File: src/rtl/pc_branch_if.sv
// pc_branch_if: operand/result bundle for the branch-target adder.
// PC_BRANCH_ALIGN_CHECK_EN adds misaligned_q.
interface pc_branch_if #(parameter int WIDTH = 32);
  logic [WIDTH-1:0] pc_plus_4;
  logic [WIDTH-1:0] imm_ext;
  logic             in_valid;
  logic [WIDTH-1:0] pc_branch_out;
  logic             wrap;
  logic [WIDTH-1:0] pc_branch_q;
  logic             out_valid;
  logic             wrap_q;
`ifdef PC_BRANCH_ALIGN_CHECK_EN
  logic             misaligned_q;
  modport master (output pc_plus_4, imm_ext, in_valid,
                  input pc_branch_out, wrap, pc_branch_q, out_valid, wrap_q, misaligned_q);
  modport slave  (input pc_plus_4, imm_ext, in_valid,
                  output pc_branch_out, wrap, pc_branch_q, out_valid, wrap_q, misaligned_q);
`else
  modport master (output pc_plus_4, imm_ext, in_valid,
                  input pc_branch_out, wrap, pc_branch_q, out_valid, wrap_q);
  modport slave  (input pc_plus_4, imm_ext, in_valid,
                  output pc_branch_out, wrap, pc_branch_q, out_valid, wrap_q);
`endif
endinterface

File: src/rtl/pc_branch.sv
// pc_branch: branch-target adder pc_plus_4 + (imm_ext << SHIFT) with registered copy.
// PC_BRANCH_ALIGN_CHECK_EN adds a registered misaligned-PC flag.
module pc_branch #(
  parameter int WIDTH = 32,
  parameter int SHIFT = 2
) (
  input logic clk,
  input logic reset,
  pc_branch_if.slave bus
);
  logic [WIDTH-1:0] off;
  logic [WIDTH-1:0] sum;
  logic             cout;
  logic             wrap;
  logic [WIDTH-1:0] tgt_d, tgt_q;
  logic             valid_d, valid_q;
  logic             wrap_d, wrap_q;
  always_comb begin
    off = bus.imm_ext << SHIFT;
    {cout, sum} = {1'b0, bus.pc_plus_4} + {1'b0, off};
    // positive offset with carry, or negative offset without carry, crossed the boundary
    wrap = off[WIDTH-1] ^ cout;
    valid_d = bus.in_valid;
    tgt_d = bus.in_valid ? sum : tgt_q;
    wrap_d = bus.in_valid ? wrap : wrap_q;
  end
  always_ff @(posedge clk) begin
    if (reset) begin
      tgt_q <= '0;
      valid_q <= 1'b0;
      wrap_q <= 1'b0;
    end else begin
      tgt_q <= tgt_d;
      valid_q <= valid_d;
      wrap_q <= wrap_d;
    end
  end
  assign bus.pc_branch_out = sum;
  assign bus.wrap = wrap;
  assign bus.pc_branch_q = tgt_q;
  assign bus.out_valid = valid_q;
  assign bus.wrap_q = wrap_q;
`ifdef PC_BRANCH_ALIGN_CHECK_EN
  logic mis_d, mis_q;
  always_comb mis_d = bus.in_valid & (bus.pc_plus_4[1:0] != 2'b00);
  always_ff @(posedge clk) begin
    if (reset) mis_q <= 1'b0;
    else mis_q <= mis_d;
  end
  assign bus.misaligned_q = mis_q;
`endif
endmodule

File: src/flat_wrapper.sv
// flat-port wrapper written by rule: the top's interface ports become plain ports
module pc_branch_flat 
#(
  parameter int WIDTH = 32,
  parameter int SHIFT = 2
)
  (clk, reset, bus_pc_plus_4, bus_imm_ext, bus_in_valid, bus_pc_branch_out, bus_wrap, bus_pc_branch_q, bus_out_valid, bus_wrap_q);
  pc_branch_if #(.WIDTH(WIDTH)) bus_i ();
  input logic clk;
  input logic reset;
  input wire logic [$bits(bus_i.pc_plus_4)-1:0] bus_pc_plus_4;
  input wire logic [$bits(bus_i.imm_ext)-1:0] bus_imm_ext;
  input wire logic [$bits(bus_i.in_valid)-1:0] bus_in_valid;
  output wire logic [$bits(bus_i.pc_branch_out)-1:0] bus_pc_branch_out;
  output wire logic [$bits(bus_i.wrap)-1:0] bus_wrap;
  output wire logic [$bits(bus_i.pc_branch_q)-1:0] bus_pc_branch_q;
  output wire logic [$bits(bus_i.out_valid)-1:0] bus_out_valid;
  output wire logic [$bits(bus_i.wrap_q)-1:0] bus_wrap_q;
  assign bus_i.pc_plus_4 = bus_pc_plus_4;
  assign bus_i.imm_ext = bus_imm_ext;
  assign bus_i.in_valid = bus_in_valid;
  assign bus_pc_branch_out = bus_i.pc_branch_out;
  assign bus_wrap = bus_i.wrap;
  assign bus_pc_branch_q = bus_i.pc_branch_q;
  assign bus_out_valid = bus_i.out_valid;
  assign bus_wrap_q = bus_i.wrap_q;
  pc_branch #(.WIDTH(WIDTH), .SHIFT(SHIFT)) u_core (.clk(clk), .reset(reset), .bus(bus_i));
endmodule
File: config.mk
export PLATFORM = sky130hd
export DESIGN_NAME = pc_branch_flat
export DESIGN_NICKNAME = d
export VERILOG_FILES = /design/src/rtl/pc_branch_if.sv /design/src/rtl/pc_branch.sv /design/src/flat_wrapper.sv
export SDC_FILE = /design/constraint.sdc
export NUM_CORES = 1
export LEC_CHECK = 0
export CELL_PAD_IN_SITES_DETAIL_PLACEMENT = 1
export CELL_PAD_IN_SITES_GLOBAL_PLACEMENT = 1
export CORE_UTILIZATION = 30
export DETAILED_ROUTE_END_ITERATION = 7
export GPL_TIMING_DRIVEN = 0
export HOLD_SLACK_MARGIN = 0.08
export PLACE_DENSITY_LB_ADDON = 0.1
export SLEW_MARGIN = 20
export SYNTH_ARGS = -nofsm -noshare
export SYNTH_HDL_FRONTEND = slang
export SYNTH_SLANG_ARGS = --single-unit
File: constraint.sdc
create_clock -name clk -period 3.7 [get_ports clk]
set_input_delay 0.74 -clock clk [delete_from_list [all_inputs] [get_ports clk]]
set_output_delay 0.74 -clock clk [all_outputs]
set_load 0.1 [all_outputs]
==> results.json <==
{
  "status": "complete, but fails checks",
  "failed_checks": "setup timing",
  "finalCriticalPeriod_ps": 3760,
  "path_max_fanout": 5,
  "num_vias": 3589,
  "slew_viol_final": 0,
  "synthTopCellsByCount": "35 x nor2_1, 34 x dfxtp_1, 32 x nand2_1, 31 x a21oi_1, 30 x ha_1",
  "cts.sinks": 34,
  "cts_root_buf": "clkbuf_8",
  "cp.required_ps": 2960,
  "syn_area_mm2": 0.00296,
  "grt_antenna_before_repair": 0,
  "firstDrtPassIters": 4,
  "synth-edff-count": 0,
  "dpl_cell_area_mm2": 0.00469,
  "cts_hold_buf": 0,
  "r2r_slack_ps": 2940,
  "regArea_um2": 681,
  "timing.hold.ws_ps": 479,
  "synth_top_family_by_area": "compound AO/OA/AOI/OAI gates",
  "drc": 0,
  "ys_seq_area_share_pct": 23.0,
  "ys_types": 62,
  "cts_buffer_depth": 2,
  "start_kind": "input pin",
  "critPathSlowestCell": "clkdlybuf4s50_1",
  "numPortBuffers": 130,
  "nets": 635,
  "cp-end-kind": "primary output",
  "vdd_drop_max_mv": 0.298,
  "finClkSkew_ps": 0,
  "grt_pass1_vias": 3785,
  "max_stage_delay_ps": 450,
  "synth_xor_area_share_pct": 8.55,
  "leakage_nw": 2.48,
  "synthAdderAreaFrac_pct": 13.4,
  "synthDominantCellAreaShare_pct": 23.0,
  "nFillCells": 1053,
  "crit_chain": "clkdlybuf4s50_1 -> ha_4 -> nand2_1 -> o21a_1 -> o221a_2 -> o221ai_2 -> nand2b_4 -> xor2_2 -> buf_12",
  "syn2layout_area_growth_pct": 97.5,
  "fp.dieW_um": 101,
  "worstSetupPathType": "in -> out",
  "routed_via_density": 5.39,
  "syn-num-nets": 455,
  "wl_um": 13500,
  "n_antenna_cell": 0,
  "multiInputGateArea_mm2": 0.00306,
  "worst_pin_slew_ps": 1010,
  "clkLatencyLatePin_ps": 290,
  "post-route-period-util_pct": 102,
  "critPathArrivalTime_ps": 3020,
  "drt_iter0_drc": 98,
  "synth.area.top_cells": "dfxtp_1 23%, ha_1 13%, a21oi_1 5.2%",
  "critPathBufInv": 2,
  "wl_per_cell_um": 20.3,
  "drv_cap": 0,
  "synth_most_common_cell": "nor2_1",
  "hold_viol_final": 0,
  "synth_cells": 357,
  "power_density_mw_per_mm2": 453,
  "grt_pass1_wl_um": 19400,
  "muxShareOfSynthArea_pct": 4.74,
  "numCtsBuffers": 5,
  "relSlewSlack_pct": 32.5,
  "yosys.area.top_type": "dfxtp_1",
  "cts_max_level": 2,
  "grt_usage_pct": 24.4,
  "synth_seq_cells": 34,
  "num_rows": 35,
  "die_area_mm2": 0.0103,
  "avgSynthCellArea_um2": 8.28,
  "coreArea_mm2": 0.00937,
  "drive_gt1_share_pct": 39.3,
  "postLayoutCellArea_mm2": 0.00584,
  "utilization_pct": 62.3,
  "initial_core_util_pct": 31.5,
  "dp_hpwl_um": 8400,
  "crit_family": "compound AO/OA/AOI/OAI gates",
  "rsz0062_at_grt": "yes",
  "overflow": 0,
  "finalWorstSetupSlack_ps": -58.2,
  "hold_path_class": "reg -> reg",
  "setup_violations": 2,
  "gp_congestion": 0.817,
  "synth_compound_area_share_pct": 28.3,
  "ios": 134,
  "cts_tree": "yes",
  "synthSimpleGateAreaFrac_pct": 18.3,
  "grt_max_degree": 11,
  "synthFlopType": "dfxtp_1",
  "antenna_left": 0,
  "ys.warnings.count": 0,
  "die_h_um": 101,
  "synthArstFlopShare_pct": 0,
  "fmax_mhz": 266,
  "path_clk_slew_ps": 70
}
[stage by stage]
step	cells	setup slack (ps)	power (mW)	TNS [ps]
floorplan	357	-359	1.71	-1400
global placement	616	-1650	2.08	-30860
detailed placement	616	-1710	2.10	-31830
CTS	655	-1.14	2.56	-1.14
global route	666	-105	2.74	-277
finish	666	-58.2	2.64	-62.2
[flip-flops by register name, summed over array words and instances (netlist names)]
signal	cells
u_core.bus.pc_branch_q	32
u_core.bus.out_valid	1
u_core.bus.wrap_q	1
[final cells by class]
type	instances	area share, %
Multi-Input combinational cell	299	52.5
Timing Repair Buffer	173	29.1
Sequential cell	34	11.7
Tap cell	129	2.76
Buffer	15	2.04
Clock buffer	7	1.31
Inverter	9	0.622
[worst register-to-register path, cell delays in order, from the launching register on]
cell and delay (ps):
dfxtp_1 310, nor2b_1 120, o21ba_2 230
[layer usage]
layer | share of wire, % | up-vias | global-route usage, %
met5 | 0 | - | 0
met4 | 3.3 | 0 | 7.36
met3 | 6.0 | 40 | 5.31
met2 | 51 | 153 | 43.4
met1 | 40 | 1733 | 29.3
li1 | - | 1663 | -
[cell families after synthesis]
family / after synthesis
buffers and inverters: 24
multiplexers: 14
XOR/XNOR: 28
AND/OR/NAND/NOR: 111
AO/OA/AOI/OAI: 115
adder cells (fa/ha/maj): 31
flip-flops: 34
[path summary, 6_finish.rpt]
kind,from,cells past startpoint,end
worst max-delay path,bus_imm_ext[18],9,bus_pc_branch_out[29]
worst min-delay path,u_core.bus.pc_branch_q[15],1,u_core.bus.pc_branch_q[15]
worst max register to register,u_core.bus.pc_branch_q[18],2,u_core.bus.pc_branch_q[18]
worst min register to register,u_core.bus.pc_branch_q[15],1,u_core.bus.pc_branch_q[15]
[placed cells by master (no fill, tap or decap), drive strengths merged, types with 9 or more instances in the layout]
cell type | synthesis | routed
buf | 8 | 72
clkdlybuf4s50 | 0 | 50
a21oi | 36 | 36
nor2 | 35 | 35
dfxtp | 34 | 34
nand2 | 33 | 33
dlygate4sd2 | 0 | 30
ha | 30 | 30
o21ai | 24 | 24
dlymetal6s2s | 0 | 18
xnor2 | 16 | 16
clkbuf | 7 | 16
a22o | 14 | 14
mux2i | 14 | 14
xor2 | 12 | 12
clkdlybuf4s15 | 0 | 9
[power by group]
group | internal (mW) | switching, mW
Combinational | 0.605 | 1.34
Sequential | 0.406 | 0.0211
Clock | 0.130 | 0.144
[timing repair]
item / in CTS / in global routing
setup buffers: 32 / 11
pin swaps: 60 / 31
setup endpoints to repair: 30 / 22
gates resized for setup: 318 / 53
No activity file was read; power rests on OpenSTA's default activity.
